## src/rtl/risc_net_pkg.sv

```systemverilog
// risc_net_pkg: shared definitions for the risc_net_core processor.
//   - opcode_e : 4-bit opcode encodings (B..E are illegal and behave as HALT)
//   - instr_t  : 32-bit instruction layout op[31:28] rd[27:24] rs1[23:20]
//                rs2[19:16] imm[15:0]
//   - state_e  : control FSM states
//   - is_halt_op(): true for HALT and every illegal opcode
package risc_net_pkg;

  typedef enum logic [3:0] {
    OP_NOP  = 4'h0,
    OP_ADD  = 4'h1,
    OP_SUB  = 4'h2,
    OP_AND  = 4'h3,
    OP_OR   = 4'h4,
    OP_XOR  = 4'h5,
    OP_ADDI = 4'h6,
    OP_LDI  = 4'h7,
    OP_BEQ  = 4'h8,
    OP_BNE  = 4'h9,
    OP_JMP  = 4'hA,
    OP_HALT = 4'hF
  } opcode_e;

  typedef struct packed {
    logic [3:0]  op;
    logic [3:0]  rd;
    logic [3:0]  rs1;
    logic [3:0]  rs2;
    logic [15:0] imm;
  } instr_t;

  typedef enum logic [1:0] {
    ST_IDLE,
    ST_FETCH,
    ST_EXEC,
    ST_HALT
  } state_e;

  // Opcodes B..E are undefined; they stop the core exactly like HALT (F).
  function automatic logic is_halt_op(input logic [3:0] op);
    return op >= 4'hB;
  endfunction

endpackage

```

## src/rtl/risc_regfile.sv

```systemverilog
// risc_regfile: NUM_REGS x DATA_W register file.
//   clk, reset         : clock, synchronous active-high reset (clears all)
//   rs1_idx/rs1_data   : combinational read port 1
//   rs2_idx/rs2_data   : combinational read port 2
//   wr_en/wr_idx/wr_data : synchronous write port (writes to r0 dropped)
//   dbg_idx/dbg_data   : combinational debug read, 0 when dbg_idx >= NUM_REGS
module risc_regfile #(
  parameter int DATA_W   = 16,
  parameter int NUM_REGS = 16,
  parameter int IDX_W    = 4
) (
  input  logic              clk,
  input  logic              reset,
  input  logic [IDX_W-1:0]  rs1_idx,
  output logic [DATA_W-1:0] rs1_data,
  input  logic [IDX_W-1:0]  rs2_idx,
  output logic [DATA_W-1:0] rs2_data,
  input  logic              wr_en,
  input  logic [IDX_W-1:0]  wr_idx,
  input  logic [DATA_W-1:0] wr_data,
  input  logic [3:0]        dbg_idx,
  output logic [DATA_W-1:0] dbg_data
);

  localparam logic [4:0] NUM_REGS_W = 5'(NUM_REGS);

  logic [DATA_W-1:0] regs_q [NUM_REGS];
  logic [DATA_W-1:0] regs_d [NUM_REGS];

  // NOTE: every always_comb output gets a default first so no path leaves it
  // unassigned; otherwise synthesis infers a latch.
  always_comb begin
    regs_d = regs_q;
    if (wr_en && (wr_idx != '0)) begin
      regs_d[wr_idx] = wr_data;
    end
  end

  // NOTE: the array is reset element by element because the core must come
  // out of reset with every register reading zero; a storage array without
  // that requirement would be left unreset so it can map to RAM.
  always_ff @(posedge clk) begin
    if (reset) begin
      for (int i = 0; i < NUM_REGS; i++) begin
        regs_q[i] <= '0;
      end
    end else begin
      regs_q <= regs_d;
    end
  end

  assign rs1_data = (rs1_idx == '0) ? '0 : regs_q[rs1_idx];
  assign rs2_data = (rs2_idx == '0) ? '0 : regs_q[rs2_idx];

  assign dbg_data = ({1'b0, dbg_idx} < NUM_REGS_W) ? regs_q[dbg_idx[IDX_W-1:0]] : '0;

endmodule

```

## src/rtl/risc_net_core.sv

```systemverilog
// risc_net_core: multicycle processor core (IDLE -> FETCH -> EXEC loop).
//   clk, reset        : clock, synchronous active-high reset
//   run               : level; leaves IDLE while high, returns to IDLE after
//                       the current instruction when low
//   imem_req/imem_addr: registered fetch request, held until imem_valid
//   imem_valid/rdata  : instruction return (ignored outside FETCH)
//   pc                : current program counter (word address)
//   retire            : one-cycle pulse per executed instruction
//   halted            : high once a HALT/illegal instruction has executed
//   dbg_reg_id/data   : combinational debug read of the register file
module risc_net_core
  import risc_net_pkg::*;
#(
  parameter int DATA_W   = 16,
  parameter int ADDR_W   = 16,
  parameter int NUM_REGS = 16,
  parameter int RESET_PC = 0
) (
  input  logic              clk,
  input  logic              reset,
  input  logic              run,
  output logic              imem_req,
  output logic [ADDR_W-1:0] imem_addr,
  input  logic              imem_valid,
  input  logic [31:0]       imem_rdata,
  output logic [ADDR_W-1:0] pc,
  output logic              retire,
  output logic              halted,
  input  logic [3:0]        dbg_reg_id,
  output logic [DATA_W-1:0] dbg_reg_data
);

  localparam int IDX_W = (NUM_REGS > 1) ? $clog2(NUM_REGS) : 1;

  state_e            state_q, state_d;
  logic [ADDR_W-1:0] pc_q, pc_d;
  instr_t            ir_q, ir_d;
  logic              req_q, req_d;
  logic              retire_q, retire_d;

  logic [DATA_W-1:0] rs1_data, rs2_data, imm_ext, alu_res;
  logic              alu_we, accept, branch_eq;
  logic [ADDR_W-1:0] pc_inc, pc_exec, br_target;

  risc_regfile #(
    .DATA_W  (DATA_W),
    .NUM_REGS(NUM_REGS),
    .IDX_W   (IDX_W)
  ) u_regfile (
    .clk     (clk),
    .reset   (reset),
    .rs1_idx (ir_q.rs1[IDX_W-1:0]),
    .rs1_data(rs1_data),
    .rs2_idx (ir_q.rs2[IDX_W-1:0]),
    .rs2_data(rs2_data),
    .wr_en   ((state_q == ST_EXEC) && alu_we),
    .wr_idx  (ir_q.rd[IDX_W-1:0]),
    .wr_data (alu_res),
    .dbg_idx (dbg_reg_id),
    .dbg_data(dbg_reg_data)
  );

  // Immediate is sign-extended for wide datapaths, truncated for narrow ones.
  if (DATA_W > 16) begin : g_imm_sext
    assign imm_ext = {{(DATA_W-16){ir_q.imm[15]}}, ir_q.imm};
  end else begin : g_imm_trunc
    assign imm_ext = ir_q.imm[DATA_W-1:0];
  end

  assign br_target = ir_q.imm[ADDR_W-1:0];
  assign pc_inc    = pc_q + ADDR_W'(1);   // wraps naturally at 2^ADDR_W
  assign branch_eq = (rs1_data == rs2_data);
  // A response only counts once our registered request is actually out.
  assign accept    = (state_q == ST_FETCH) && req_q && imem_valid;

  always_comb begin
    alu_res = '0;
    alu_we  = 1'b0;
    case (ir_q.op)
      OP_ADD:  begin alu_res = rs1_data + rs2_data; alu_we = 1'b1; end
      OP_SUB:  begin alu_res = rs1_data - rs2_data; alu_we = 1'b1; end
      OP_AND:  begin alu_res = rs1_data & rs2_data; alu_we = 1'b1; end
      OP_OR:   begin alu_res = rs1_data | rs2_data; alu_we = 1'b1; end
      OP_XOR:  begin alu_res = rs1_data ^ rs2_data; alu_we = 1'b1; end
      OP_ADDI: begin alu_res = rs1_data + imm_ext;  alu_we = 1'b1; end
      OP_LDI:  begin alu_res = imm_ext;             alu_we = 1'b1; end
      default: ;
    endcase
  end

  always_comb begin
    pc_exec = pc_inc;
    case (ir_q.op)
      OP_BEQ:  if (branch_eq)  pc_exec = br_target;
      OP_BNE:  if (!branch_eq) pc_exec = br_target;
      OP_JMP:  pc_exec = br_target;
      default: if (is_halt_op(ir_q.op)) pc_exec = pc_q;  // HALT keeps its own pc
    endcase
  end

  always_comb begin
    state_d  = state_q;
    pc_d     = pc_q;
    ir_d     = ir_q;
    req_d    = 1'b0;
    retire_d = 1'b0;
    case (state_q)
      ST_IDLE: if (run) state_d = ST_FETCH;
      ST_FETCH: begin
        if (accept) begin
          ir_d    = instr_t'(imem_rdata);
          state_d = ST_EXEC;
        end else begin
          req_d = 1'b1;
        end
      end
      ST_EXEC: begin
        pc_d     = pc_exec;
        retire_d = 1'b1;
        if (is_halt_op(ir_q.op)) state_d = ST_HALT;
        else if (!run)           state_d = ST_IDLE;
        else                     state_d = ST_FETCH;
      end
      ST_HALT: ;
      default: state_d = ST_IDLE;
    endcase
  end

  // NOTE: sequential state uses non-blocking assignments so every flop
  // samples the pre-edge value regardless of statement order.
  always_ff @(posedge clk) begin
    if (reset) begin
      state_q  <= ST_IDLE;
      pc_q     <= ADDR_W'(RESET_PC);
      ir_q     <= '0;
      req_q    <= 1'b0;
      retire_q <= 1'b0;
    end else begin
      state_q  <= state_d;
      pc_q     <= pc_d;
      ir_q     <= ir_d;
      req_q    <= req_d;
      retire_q <= retire_d;
    end
  end

  assign imem_req  = req_q;
  assign imem_addr = pc_q;
  assign pc        = pc_q;
  assign retire    = retire_q;
  assign halted    = (state_q == ST_HALT);

endmodule

```

## config.mk

```make
export PLATFORM = sky130hd
export DESIGN_NAME = risc_net_core
export DESIGN_NICKNAME = d
export VERILOG_FILES = /design/src/rtl/risc_net_pkg.sv /design/src/rtl/risc_regfile.sv /design/src/rtl/risc_net_core.sv
export SDC_FILE = /design/constraint.sdc
export NUM_CORES = 1
export LEC_CHECK = 0
export ABC_AREA = 1
export CORE_MARGIN = 2
export CORE_UTILIZATION = 50
export CTS_CLUSTER_SIZE = 40
export DETAILED_ROUTE_END_ITERATION = 12
export PLACE_DENSITY = 0.68
export SYNTH_ARGS = -nofsm -noshare
export SYNTH_HDL_FRONTEND = slang
export SYNTH_SLANG_ARGS = --single-unit
```

## constraint.sdc

```tcl
create_clock -name clk -period 5.48 [get_ports clk]
set_clock_uncertainty 0.15 [all_clocks]
set_input_delay 1.096 -clock clk [delete_from_list [all_inputs] [get_ports clk]]
set_output_delay 1.096 -clock clk [all_outputs]
set_load 0.02 [all_outputs]
```

## After elaboration in Yosys (flattened, before gate mapping)

Cells that the tools add are included.
W data, S select, Z words.

- Word-level logic and storage cells: 102
- Input bits: 40
- Register bits after elaboration: 308

- Muxes and demuxes: 27
- Order comparisons: 6
- Bitwise logic cells: 8
- Equality and inequality tests: 17
- Reductions and logical operators: 15
- $add $sub $neg: 4

Operators with widths:

| operator | number |
|---|---|
| $bwmux W256 | 1 |
| $bmux W16 S4 | 3 |
| $mux W16 | 12 |
| $pmux W16 S7 | 1 |
| $demux W16 S4 | 1 |
| $pmux W16 S3 | 1 |
| $add A16 B16 Y16 | 2 |
| $ge A5 B5 Y1 const B | 4 |
| $not A4 Y5 | 4 |
| $add A16 B1 Y16 const B | 1 |
| $and A16 B16 Y16 | 1 |
| $eq A16 B16 Y1 | 1 |
| $eq A4 B3 Y1 const B | 4 |
| $or A16 B16 Y16 | 1 |
| $sub A16 B16 Y16 | 1 |
| $xor A16 B16 Y16 | 1 |
| $eq A4 B4 Y1 const B | 3 |
| $eq A4 B2 Y1 const B | 2 |
| $logic_not A4 Y1 | 2 |
| $reduce_or A7 Y1 | 1 |
| $mux W2 | 3 |
| $pmux W2 S3 | 1 |
| $logic_and A1 B1 Y1 | 5 |
| $lt A5 B1 Y1 const B | 1 |
| 14 further kinds | 20 |

## Depth between registers and ports, before layout

Gate-level depths: netlist of run 1.

- Depth in word-level cells: 8
- Mapped depth: 28
- Gate-level depth less buffers: 25

## Hierarchy

A second synthesis of run 1 with hierarchy kept.

- Cells, all modules: 3776
- Area total of the unflattened synthesis: 22843.2 µm²

By module, submodules not included:

| module | times used | area each (µm²) | cells each | sequential area each (µm²) |
|---|---|---|---|---|
| risc_regfile | 1 | 16868.7 | 2814 | 5124.9 |
| risc_net_core | 1 | 5974.5 | 962 | 1041.0 |

## Worst setup path before layout of run 1

OpenSTA, ideal clock, no wires.

- Path type: register -> register
- From: register ir_q[21] (netlist name)
- To: register u_regfile.regs_q[236] (netlist name)
- Setup time: 0.117 ns
- Data required time: 5.213 ns
- Cell stages (with the launch flop): 24
- Buffers on the path: 5
- Arrival time: 3.495 ns
- Slack: 1.718 ns
- Path through: dfxtp_1 -> buf_2 -> buf_4 -> buf_2 -> buf_1 -> o211ai_1 -> nand3_1 -> nand3_1 -> a21oi_1 -> inv_1 -> ha_1 -> fa_1 -> nor2_2 -> o21ai_1 -> nand2_1 -> nand2_1 -> nand3_1 -> a21oi_1 -> or2_0 -> nand3_1 -> nand4_2 -> buf_4 -> nor2_1 -> nor2_1

- Longest elaborated chain between the ends: 8

Ends and longest elaborated chain:

| item | RTL line | source |
|---|---|---|
| from (decl) | risc_net_core.sv:37 | `instr_t ir_q, ir_d;` |
| from (signal assigned) | risc_net_core.sv:141 | `ir_q <= ir_d;` |
| $not A4 Y5 (implied by the code) | risc_regfile.sv:52 | `assign rs1_data = (rs1_idx == '0) ? '0 : regs_q[rs1_idx];` |
| $bmux W16 S4 | risc_regfile.sv:52 |  |
| $mux W16 (implied by the code) (2 in series) | risc_regfile.sv:52 |  |
| $mux W16 * | risc_regfile.sv:52 |  |
| $add A16 B16 Y16, or another cell as far along | risc_net_core.sv:85 | `OP_ADDI: begin alu_res = rs1_data + imm_ext; alu_we = 1'b1; end` |
| $pmux W16 S7 * | risc_net_core.sv:79 | `case (ir_q.op)` |
| $bwmux W256 * | risc_regfile.sv:35 | `regs_d[wr_idx] = wr_data;` |
| to (signal assigned) | risc_regfile.sv:48 | `regs_q <= regs_d;` |
| to (decl) | risc_regfile.sv:27 | `logic [DATA_W-1:0] regs_q [NUM_REGS];` |

Every way passes the cells marked *; elsewhere a longest branch is shown, timed or not. The select of a mux whose other input is x is not followed.
A chain may end at the register's enable or synchronous reset.

## Final worst setup path of run 1

- From: register ir_q[21] (netlist name)
- To: register u_regfile.regs_q[92] (netlist name)

The elaborated chain is that of the path after synthesis.

==> results of run 1 <==
==> worst paths after layout <==
| kind | startpoint | endpoint |
|---|---|---|
| worst max register to register | ir_q[21] | u_regfile.regs_q[92] |
| worst min-delay path | u_regfile.regs_q[250] | u_regfile.regs_q[250] |
| worst max-delay path | ir_q[21] | u_regfile.regs_q[92] |
| worst min register to register | u_regfile.regs_q[250] | u_regfile.regs_q[250] |
==> Yosys cell counts, drive strengths merged (3+ instances only) <==
| library cell | number |
|---|---|
| o31ai | 3 |
| nor3 | 17 |
| ha | 68 |
| inv | 324 |
| o211ai | 110 |
| a22o | 19 |
| o21bai | 4 |
| nand3 | 193 |
| or2 | 6 |
| nand2 | 303 |
| o221ai | 16 |
| a221oi | 3 |
| nor4 | 3 |
| clkbuf | 144 |
| a311oi | 4 |
| o22ai | 15 |
| dfxtp | 308 |
| mux2i | 33 |
| a211oi | 7 |
| a21o | 4 |
| buf | 122 |
| nor2 | 308 |
| nand4 | 19 |
| a31oi | 17 |
| a21oi | 469 |
| o21ai | 674 |
==> kinds of logic (layout without fill, tap and decap cells) <==
group / Yosys count / after routing / synth area share
adder cells (fa/ha/maj): 70 / 70 / 0.0422
multiplexers: 33 / 33 / 0.0156
AND/OR/NAND/NOR: 854 / 854 / 0.181
buffers and inverters: 591 / 569 / 0.118
flip-flops: 308 / 308 / 0.292
other: 0 / 2 / 0
AO/OA/AOI/OAI: 1347 / 1347 / 0.351
XOR/XNOR: 3 / 3 / 0.00124
==> layout make-up <==
type	count	area (um2)
diodes	2	5.00
well taps	539	674
clock inverters	10	140
repair buffers	170	1570
fillers	4110	18300
multi-input cells	2307	12500
clock buffers	64	1240
flip-flops and latches	308	6180
inverters	325	1230
==> power by group <==
part | switching, mW | internal (mW)
sequential | 0.111 | 2.29
clock | 1.10 | 1.70
combinational | 0.753 | 0.414
==> state kept, by name, summed over array words and instances (netlist names) <==
signal            count
br_target            16
imem_addr            16
retire                1
imem_req              1
u_regfile.regs_q    256
state_q               2
ir_q                 16
==> per-layer routing <==
layer	track usage	share of wire	up-vias
met3	0.0557	0.094	297
met1	0.506	0.41	11100
li1	-	-	10900
met4	0.222	0.058	0
met2	0.581	0.44	1390
met5	0	0	-
==> critical path, stage by stage (launching register included) <==
cell and delay, ns:
dfxtp_4 0.82, inv_1 0.34, nand3_1 0.21, inv_1 0.17
a21oi_1 0.35, inv_1 0.12, ha_1 0.23, fa_1 0.45
nor2_2 0.14, o21ai_1 0.09, nand2_1 0.16, nand2_1 0.07
nand3_1 0.11, a21oi_1 0.11, or2_0 0.21, nand3_1 0.14
nand4_2 0.47, nor2_1 0.35, nor2_1 0.08
==> qor.txt, run 1 <==
Seq/Total Area, Yosys -> 0.292
layout cell share with drive strength beyond 1 -> 0.0782
synthesized net count -> 3316
global-route wire length before repair -> 129 mm
Synth Instances -> 3206
most frequent cells in the layout -> o21ai_0 (647), a21oi_1 (454), inv_1 (304), dfxtp_1 (304), nand2_1 (301)
Final Instance Area -> 23500 um2
CTS Hold Bufs -> 0
Initial Util -> 0.504
register bit total from synthesis -> 308
largest net degree at the start of global routing -> 102
CP startpoint kind -> flip-flop
R2R cell count -> 18
H-tree Lvls -> 2
CTS clk-pin slew, worst paths -> 0.06 ns
Max clock buf depth -> 3
Yosys warnings -> 0
Routed wire per std cell -> 22.9 um
Max Cap Violations -> 0
Period Utilization, post-route -> 0.897
dpl cells -> 3649
EDFF count, synth -> 0
syn avg cell area -> 6.59 um2
CTS tree -> yes
setup TNS -> 0 ns
Top FF cell, synth -> dfxtp_1
WHS -> 0.302 ns
Cell Pwr Density -> 271 nW/um2
post-synthesis cell area -> 21100 um2
Async S/R FF share, synth -> 0
Rows -> 75
CTS-repair resized insts -> 0
number of global-route vias before repair -> 21600
Tmin final -> 4.91 ns
cell type with the largest total area after synthesis -> dfxtp_1
Overflow after GRT -> 0
commonest non-fill, non-tap cell in the layout -> o21ai_0
Synth area leaders -> dfxtp_1 (29%), o21ai_0 (15%), a21oi_1 (11%)
postcts setup bufs -> 0
I/O pin total -> 91
DP Worst Slack -> 0.772 ns
final core utilization -> 0.562
full die area -> 43900 um2
TritonRoute pass-1 iters -> 6
setup slack after layout -> 0.566 ns
Antenna Nets Post-Route -> 0
drt initial violations -> 3268
Worst R2R Setup Slack -> 0.57 ns
area delta synth->final -> 11.4%
fmax -> 0.203 GHz
nets@finish -> 3262
Core ar. -> 41900 um2
post-DP HPWL -> 56.0 mm
max-slew violations -> 0
leak pwr -> 9.17 nW
initial antenna violation count -> 2
gr usage total -> 0.378
die height -> 209 um
unique cell type count in the Yosys netlist -> 62
Final GP Congestion -> 0.985
RSZ-0062 raised after global routing -> no
cts bufs inserted -> 40
Skew-Pair Late Insertion Delay -> 0.59 ns
Num Clock Sinks -> 308
CP endpoint kind -> flip-flop
DIE WIDTH -> 209 um
post-synth top area share -> 0.292
crit path kind -> flip-flop to flip-flop
DP Area -> 22100 um2
drt via density -> 6.35
Port Buffer Count -> 90
Root Driver -> clkbuf_16
arrival time at the worst endpoint -> 5.23 ns
critical path fanouts, max -> 61
Slew HR -> 0.275
Worst EP required -> 5.80 ns
Final setup viols -> 0
vias post-DR -> 23700
Worst VDD drop -> 248 uV
Routed WL -> 85.4 mm
Final Non-Filler Cells -> 3725
power consumption -> 6.37 mW
worst min path class -> flip-flop to flip-flop
final hold vios -> 0
DRC Markers -> 0
Hold Path Depth -> 2
worst-margin pin slew -> 1.09 ns
status -> finished, final reports clean
Power figures use the tool's default switching activity.
==> inputs of run 2 (changes only) <==
--- a/config.mk
+++ b/config.mk
@@ -5,12 +5,12 @@
 export SDC_FILE = /design/constraint.sdc
 export NUM_CORES = 1
 export LEC_CHECK = 0
-export ABC_AREA = 1
 export CORE_MARGIN = 2
 export CORE_UTILIZATION = 50
 export CTS_CLUSTER_SIZE = 40
 export DETAILED_ROUTE_END_ITERATION = 12
 export PLACE_DENSITY = 0.68
+export RECOVER_POWER = 50
 export SYNTH_ARGS = -nofsm -noshare
 export SYNTH_HDL_FRONTEND = slang
 export SYNTH_SLANG_ARGS = --single-unit
==> qor.txt, run 2 <==
initial antenna violation count -> 1 (-1)
CTS Hold Bufs -> 0 (unchanged)
Cell Pwr Density -> 223 nW/um2 (-18%)
setup slack after layout -> 0.229 ns (-0.337 ns)
Max Cap Violations -> 2 (+2)
clock group share of total power -> 0.493 (+0.054)
synthesized net count -> 2073 (-37%)
RSZ-0062 raised after global routing -> no
Worst EP required -> 4.23 ns (-1.57 ns)
nets@finish -> 2073 (-36%)
Hold Path Depth -> 2 (unchanged)
Routed WL -> 59.7 mm (-30%)
area delta synth->final -> 13.3%
final hold vios -> 0 (unchanged)
Yosys warnings -> 0 (unchanged)
register bit total from synthesis -> 308 (unchanged)
Final setup viols -> 0 (unchanged)
DP Worst Slack -> 0.386 ns (-0.386 ns)
hold_sp -> br_target[13]
hold endpoint -> br_target[13]
Psw -> 1.18 mW (-40%)
global-route wire length before repair -> 93.0 mm (-28%)
drt via density -> 6.52 (+2.7%)
Top FF cell, synth -> dfxtp_1
Initial Util -> 0.507 (+0.00243)
CP startpoint -> dbg_reg_id[0]
gr usage total -> 0.293 (-0.0852)
H-tree Lvls -> 2 (unchanged)
status -> finished with violations
Final GP Congestion -> 0.877 (-11%)
DIE WIDTH -> 202 um (-3.5%)
fmax -> 0.190 GHz (-6.4%)
Overflow after GRT -> 0 (unchanged)
most instantiated cells after synthesis -> dfxtp_1 (308), nor2_1 (296), a211oi_1 (223)
R2R cell count -> 15 (-3)
CTS-repair resized insts -> 0 (unchanged)
Async S/R FF share, synth -> 0 (unchanged)
Worst VDD drop -> 251 uV (+1.2%)
I/O pin total -> 91 (unchanged)
worst min path class -> flip-flop to flip-flop
drt initial violations -> 1798 (-45%)
RR Endpoint -> u_regfile.regs_q[62]
max reg flops -> 256 (unchanged)
Max clock buf depth -> 3 (unchanged)
post-DP HPWL -> 38.4 mm (-31%)
Port Buffer Count -> 90 (unchanged)
Largest Register -> u_regfile.regs_q
EDFF count, synth -> 0 (unchanged)
Antenna Nets Post-Route -> 0 (unchanged)
most instantiated library cell after synthesis -> dfxtp_1
Seq/Total Area, Yosys -> 0.314 (+0.0220)
Core ar. -> 38700 um2 (-7.4%)
Flop pwr share -> 0.457 (+0.080)
switching share of power -> 0.238 (-0.0702)
Tmin final -> 5.25 ns (+0.337 ns)
CTS clk-pin slew, worst paths -> 0.06 ns (about the same)
Pint -> 3.77 mW (-14%)
cell type with the largest total area after synthesis -> dfxtp_1
Skew-Pair Late Insertion Delay -> 0.56 ns (-0.03 ns)
Rows -> 72 (-4.0%)
FF-to-FF Start -> ir_q[17]
unique cell type count in the Yosys netlist -> 71 (+15%)
Num Clock Sinks -> 308 (unchanged)
vias post-DR -> 16400 (-31%)
post-synthesis cell area -> 19600 um2 (-7.0%)
DRC Markers -> 0 (unchanged)
Routed wire per std cell -> 23.8 um (+3.8%)
crit path kind -> input port to output port
Comb power frac -> 0.049 (-0.134)
die height -> 202 um (-3.5%)
worst-margin pin slew -> 2.36 ns (+1.27 ns)
TritonRoute pass-1 iters -> 5 (-1)
max-slew violations -> 161 (+161)
n_diodes -> 0 (-2)
CP endpoint kind -> output port
commonest non-fill, non-tap cell in the layout -> dfxtp_1
CTS tree -> yes
cts bufs inserted -> 37 (-7.5%)
Worst R2R Setup Slack -> 0.23 ns (-0.34 ns)
critical path fanouts, max -> 21 (-66%)
syn avg cell area -> 10.0 um2 (+52%)
post-synth top area share -> 0.314 (+0.0220)
Synth area leaders -> dfxtp_1 (31%), mux4_2 (25%), a211oi_1 (8.5%)
Slew HR -> -0.571 (-0.845)
CP startpoint kind -> input port
Root Driver -> clkbuf_16
layout cell share with drive strength beyond 1 -> 0.211 (+0.132)
Period Utilization, post-route -> 0.958 (+0.0615)
most frequent cells in the layout -> dfxtp_1 (303), nor2_1 (287), mux4_2 (220), a211oi_1 (219), nand2_1 (141)
number of global-route vias before repair -> 16000 (-26%)
failing checks -> max-capacitance violations, max-slew violations
full die area -> 40900 um2 (-6.9%)
arrival time at the worst endpoint -> 4.01 ns (-1.22 ns)
Synth Instances -> 1963 (-39%)
setup TNS -> 0 ns (unchanged)
largest net degree at the start of global routing -> 152 (+49%)
leak pwr -> 7.56 nW (-18%)
==> run 2: worst max-delay path by stage <==
stage | endpoint | slack [ns] | cells past startpoint
floorplan | imem_addr[12] | 0.60 | 15
global route | u_regfile.regs_q[62] | 0.06 | 15
finish | dbg_reg_data[10] | 0.23 | 5
CTS | imem_addr[12] | 0.37 | 15
global placement | imem_addr[12] | 0.46 | 14
detailed placement | imem_addr[12] | 0.39 | 14
==> run 2: timing repair <==
action                     in CTS  in global routing
buffers inserted                0                  1
hold endpoints to repair        0                  0
setup endpoints to repair       0                  1
==> run 2: cell type report <==
type,instances,area [um2]
multi-input cells,1400,12500
repair buffers,166,1510
inverters,50,188
clock buffers,55,1080
well taps,518,648
flip-flops and latches,308,6180
clock inverters,11,115
fillers,3303,16500
==> run 2: logic make-up after synthesis <==
kind of cell / count (synthesis) / share of synthesized area
mux: 272 / 0.282
fa+ha+maj: 70 / 0.0454
compound gates: 483 / 0.175
buf+inv: 255 / 0.0533
flops: 308 / 0.314
simple gates: 560 / 0.124
xor+xnor: 15 / 0.00707
==> run 2: metal layers <==
metal	share of wire	global-route usage	routed length, um
met1	0.40	0.389	24000
met2	0.48	0.481	28700
met3	0.079	0.0387	4720
met4	0.038	0.131	2260
met5	0.00022	0	13
==> run 2: stage by stage <==
stage	power [mW]	instances	hold slack [ns]	area (um2)	utilization
after global routing	5.11	2508	0.355	22200	0.574
after global placement	2.56	2441	0.323	21100	0.544
final	4.96	2508	0.335	22200	0.574
after floorplan	2.47	1963	0.298	19600	-
after detailed placement	2.56	2441	0.322	21100	0.544
after CTS	4.99	2507	0.339	22300	0.575
==> run 2: critical path, stage by stage <==
cell	delay [ns]
clkbuf_2	0.71
clkbuf_2	0.40
mux4_2	0.54
mux4_2	0.54
dlygate4sd3_1	0.69
==> run 2: power groups by stage <==
stage	clock network [mW]	logic, mW	registers [mW]
after floorplan	0	0.162	2.31
after global placement	0	0.243	2.32
after detailed placement	0	0.245	2.32
after CTS	2.48	0.246	2.27
after global routing	2.58	0.263	2.27
final	2.45	0.245	2.27
==> variant 1, RTL diff (settings of run 2) <==
The 4 states of `state_e` get a Gray code encoding in 2 bits.
--- a/src/rtl/risc_net_pkg.sv
+++ b/src/rtl/risc_net_pkg.sv
@@ -32,6 +32,6 @@
   typedef enum logic [1:0] {
-    ST_IDLE,
-    ST_FETCH,
-    ST_EXEC,
-    ST_HALT
+    ST_IDLE  = 2'b00,
+    ST_FETCH = 2'b01,
+    ST_EXEC  = 2'b11,
+    ST_HALT  = 2'b10
   } state_e;
Behaviour: same outputs for any inputs over 4 cycles, from zero or initial values and one cycle with reset high; so few cycles prove little.
==> variant 1 against run 2 <==
Core utilization about the same. Wire length grew 5.1%. Synthesized area fell by 0.16%. Global-route usage up 1.3 points. Sequential cell count is the same. Setup slack worse by 0.13 ns. Critical endpoint is now dbg_reg_data[9]. The run still ends with max-capacitance violations, max-slew violations left. Final area shrank 0.22%. Total power shrank 3.4%.
==> variant 1: results <==
status:
  status: "finished, violations left"
  violations: "max-capacitance violations, max-slew violations"
cells_and_area:
  drive_gt1_share_pct: 18.86
  fill_cells: 3301
  final_nets: 2140
  top_register: "u_regfile.regs_q"
logic_synthesis:
  yosysSeqAreaShare_pct: 31.45
  async_flop_share_pct: 0
  synthAdderAreaFrac_pct: 4.225
  synth_common_cells: "dfxtp_1, nor2_1, mux4_2, nand2_1, a21oi_1"
  synth.area.mux_share_pct: 28.07
  synth_nets: 2129
  synthFlopType: "dfxtp_1"
  synth_compound_area_share_pct: 17.26
  synth_area_leaders: "dfxtp_1, mux4_2, a211oi_1"
  synthDistinctLibCells: 73
  yosys.area_share.xor_xnor_pct: 0.8488
  synth_area_per_cell_um2: 9.686
cts:
  ctsResizeCount: 0
  cts_max_path_buffers: 3
  cts_buffers: 36
  cts-root-buf: "clkbuf_16"
  cts.clk_slew.worst_paths_ns: 0.06
  clk-insertion-delay-late_ns: 0.55
  cts.htree.levels: 2
worst_hold_path:
  hold_path_startpoint: "imem_addr[10]"
  hp-class: "reg2reg"
  hold_end: "imem_addr[10]"
placement:
  dp_hpwl_um: 41430
  io_buffers: 90
  dpl.cell_count: 2514
  routabilityCongestion: 0.9264
power:
  p_int_mw: 3.705
  pwr-share-seq_pct: 47.2
  vdd_drop_max_uv: 233.1
  p_clk_mw: 2.31
  p_leak_nw: 7.563
  clock_power_share_pct: 48.3
global_route:
  grt_pass1_vias: 16475
  grt_pass1_wl_um: 96520
  grt_antenna_before_repair: 2
  grt_max_degree: 113
  grt_use_total_pct: 30.58
route:
  drt_iter0_drc: 1720
  wl_um: 62760
  via_count: 16965
  viasPerCell: 6.586
setup_path:
  rr_worst_depth: 14
  crit_fanout: 32
  timing.rr.end: "u_regfile.regs_q[191]"
  r2r-start: "ir_q[17]"
run:
  max-cap-violations: 1
sta:
  fin_hold_ws_ns: 0.3502
  final-max-slew-violation-count: 106
  worstMarginPinSlew_ns: 2.347
variant 1: cell families after synthesis:
group           count (synthesis)
compound gates                535
xor+xnor                       19
fa+ha+maj                      65
buf+inv                       255
flops                         308
mux                           272
simple gates                  570
variant 1: critical path: stages:
cell and delay [ns]:
clkbuf_1 0.68, clkbuf_4 0.69, mux4_2 0.41, mux4_2 0.55, dlygate4sd3_1 0.68
variant 1: worst max-delay path by stage:
stage,startpoint,to,slack (ns),depth (start not counted)
final,dbg_reg_id[1],dbg_reg_data[9],0.1,5
after global routing,ir_q[20],u_regfile.regs_q[60],0.03,15
after CTS,ir_q[16],u_regfile.regs_q[207],0.12,14
after detailed placement,ir_q[16],u_regfile.regs_q[207],0.15,14
after global placement,ir_q[16],u_regfile.regs_q[175],0.24,14
after floorplan,ir_q[16],u_regfile.regs_q[142],0.66,15
variant 1: stage by stage:
stage | utilization [%] | cell area [um2] | worst slack (ns)
floorplan | - | 19610 | 0.6572
global placement | 54.65 | 21120 | 0.2441
detailed placement | 54.65 | 21120 | 0.1464
CTS | 57.55 | 22240 | 0.1247
global route | 57.41 | 22190 | 0.02778
finish | 57.42 | 22190 | 0.09739
variant 1: repair_timing:
item,4_1_cts,5_1_grt
hold buffers,0,0
buffers inserted,0,1
setup endpoints to repair,0,30
variant 1: routing by layer:
layer  GRT usage [%]  wire [um]
met2           49.66      29650
met4           16.44       3412
met3           5.289       5435
met1           39.10      24260
met5               0          7
variant 1: area by class of cell:
cell class	instances	area share, %
Antenna cell	1	0.01128
Clock buffer	54	4.776
Clock inverter	6	0.2763
Inverter	46	0.7781
Multi-Input combinational cell	1461	56.09
Sequential cell	308	27.83
Tap cell	518	2.921
Timing Repair Buffer	182	7.318
==> variant 2, RTL diff (config.mk and constraints of run 2) <==
Without the edit above. `DATA_W` is set to 16 in 2 places; all go to 32.
--- a/src/rtl/risc_regfile.sv
+++ b/src/rtl/risc_regfile.sv
@@ -7,3 +7,3 @@
 module risc_regfile #(
-  parameter int DATA_W   = 16,
+  parameter int DATA_W   = 32,
   parameter int NUM_REGS = 16,
--- a/src/rtl/risc_net_core.sv
+++ b/src/rtl/risc_net_core.sv
@@ -13,3 +13,3 @@
 #(
-  parameter int DATA_W   = 16,
+  parameter int DATA_W   = 32,
   parameter int ADDR_W   = 16,
Ports: changed (resized dbg_reg_data); port bits go from 91 to 107. No check against the original RTL was run, so the function may have changed too.
==> variant 2 against run 2 <==
Final area increased by 92%. Critical path type is now reg2reg. Hold slack improved by 0.011 ns. Wire length increased by 120%. Total power increased by 83%. Die area increased by 89%. Non-clock buffer count increased by 161. Critical endpoint is now u_regfile.regs_q[153]. Count of clock-buffer cells in the layout increased by 42. Critical path depth increased by 11. Synthesized area increased by 92%. Sequential cell count increased by 256. Setup slack got worse by 0.11 ns.
==> variant 2: results <==
status:
  status: "complete, no violations"
global_route:
  grt_pass1_vias: 30994
  grt_antenna_before_repair: 3
  use_met3_pct: 6.481
  grt_pass1_wl_um: 194800
  grt_use_total_pct: 32.79
  grt_max_degree: 220
  met2_usage_pct: 51.07
logic_synthesis:
  yosys.area_share.xor_xnor_pct: 0.8284
  synth_compound_area_share_pct: 17.32
  synth_common_cells: "nor2_1, dfxtp_1, mux4_2, a211oi_1, clkbuf_1"
  yosysSeqAreaShare_pct: 30.02
  synthDistinctLibCells: 79
  synth_area_leaders: "dfxtp_1, mux4_2, a211oi_1"
  synth.area.mux_share_pct: 29.25
  synth_nets: 3975
  synthAdderAreaFrac_pct: 4.498
setup_path:
  rr_worst_depth: 16
  crit_arrival_ns: 5.73
  crit_fanout: 15
  rrSetupSlack_ns: 0.12
  max_stage_delay_ns: 0.56
  r2r-start: "ir_q[20]"
  setup.worst_path.class: "reg2reg"
placement:
  routabilityCongestion: 1.032
  dp_hpwl_um: 84750
  io_buffers: 106
cells_and_area:
  drive_gt1_share_pct: 22.96
  nonClkBufAreaFrac_pct: 7.203
  fill_cells: 6319
  n_all_inverters: 104
  clkbuf_count: 97
  multi_input_gates: 2732
  largest_reg_flops: 512
  signal_buffers: 327
route:
  drtPass1Iterations: 8
  viasPerCell: 6.803
  wl_um: 128500
  wl_met3_um: 12560
power:
  power.density_nw_per_um2: 212.7
  pg_comb_mw: 0.434
  clock_power_share_pct: 49.8
  p_switching_mw: 2.195
worst_hold_path:
  hold_path_startpoint: "u_regfile.regs_q[504]"
  holdPathStages: 1
  hold_end: "u_regfile.regs_q[504]"
cts:
  clk-insertion-delay-late_ns: 0.65
  cts_buffers: 66
sta:
  slew-limit-headroom_pct: 3.782
-- variant 2: changes by cell type in the layout (fill, tap and decap cells not counted), moves of 54 or more --
cell	change
nor2_1	+288
ha_1	+64
a21oi_1	+60
dfxtp_1	+253
inv_1	+54
nand2_1	+102
a211oi_1	+209
buf_4	+109
mux4_2	+227
-- variant 2: critical path: cells and delay by family (launching register included) --
| family | cells | cell delay [ns] |
|---|---|---|
| flops | 1 | 0.39 |
| xor+xnor | 1 | 0.35 |
| fa+ha+maj | 1 | 0.35 |
| compound gates | 6 | 1.93 |
| buf+inv | 3 | 0.52 |
| simple gates | 3 | 0.74 |
| mux | 2 | 0.79 |
-- variant 2: per-stage QoR --
stage	worst slack (ns)	hold WS (ns)	utilization, %	instances	cell area (um2)
CTS	0.05363	0.3436	57.37	4807	42710
global placement	0.1357	0.3266	54.41	4689	40510
floorplan	0.1965	0.3091	-	3801	37610
detailed placement	0.08171	0.3314	54.41	4689	40510
finish	0.1159	0.3457	57.42	4814	42750
global route	-0.01727	0.3582	57.42	4814	42750
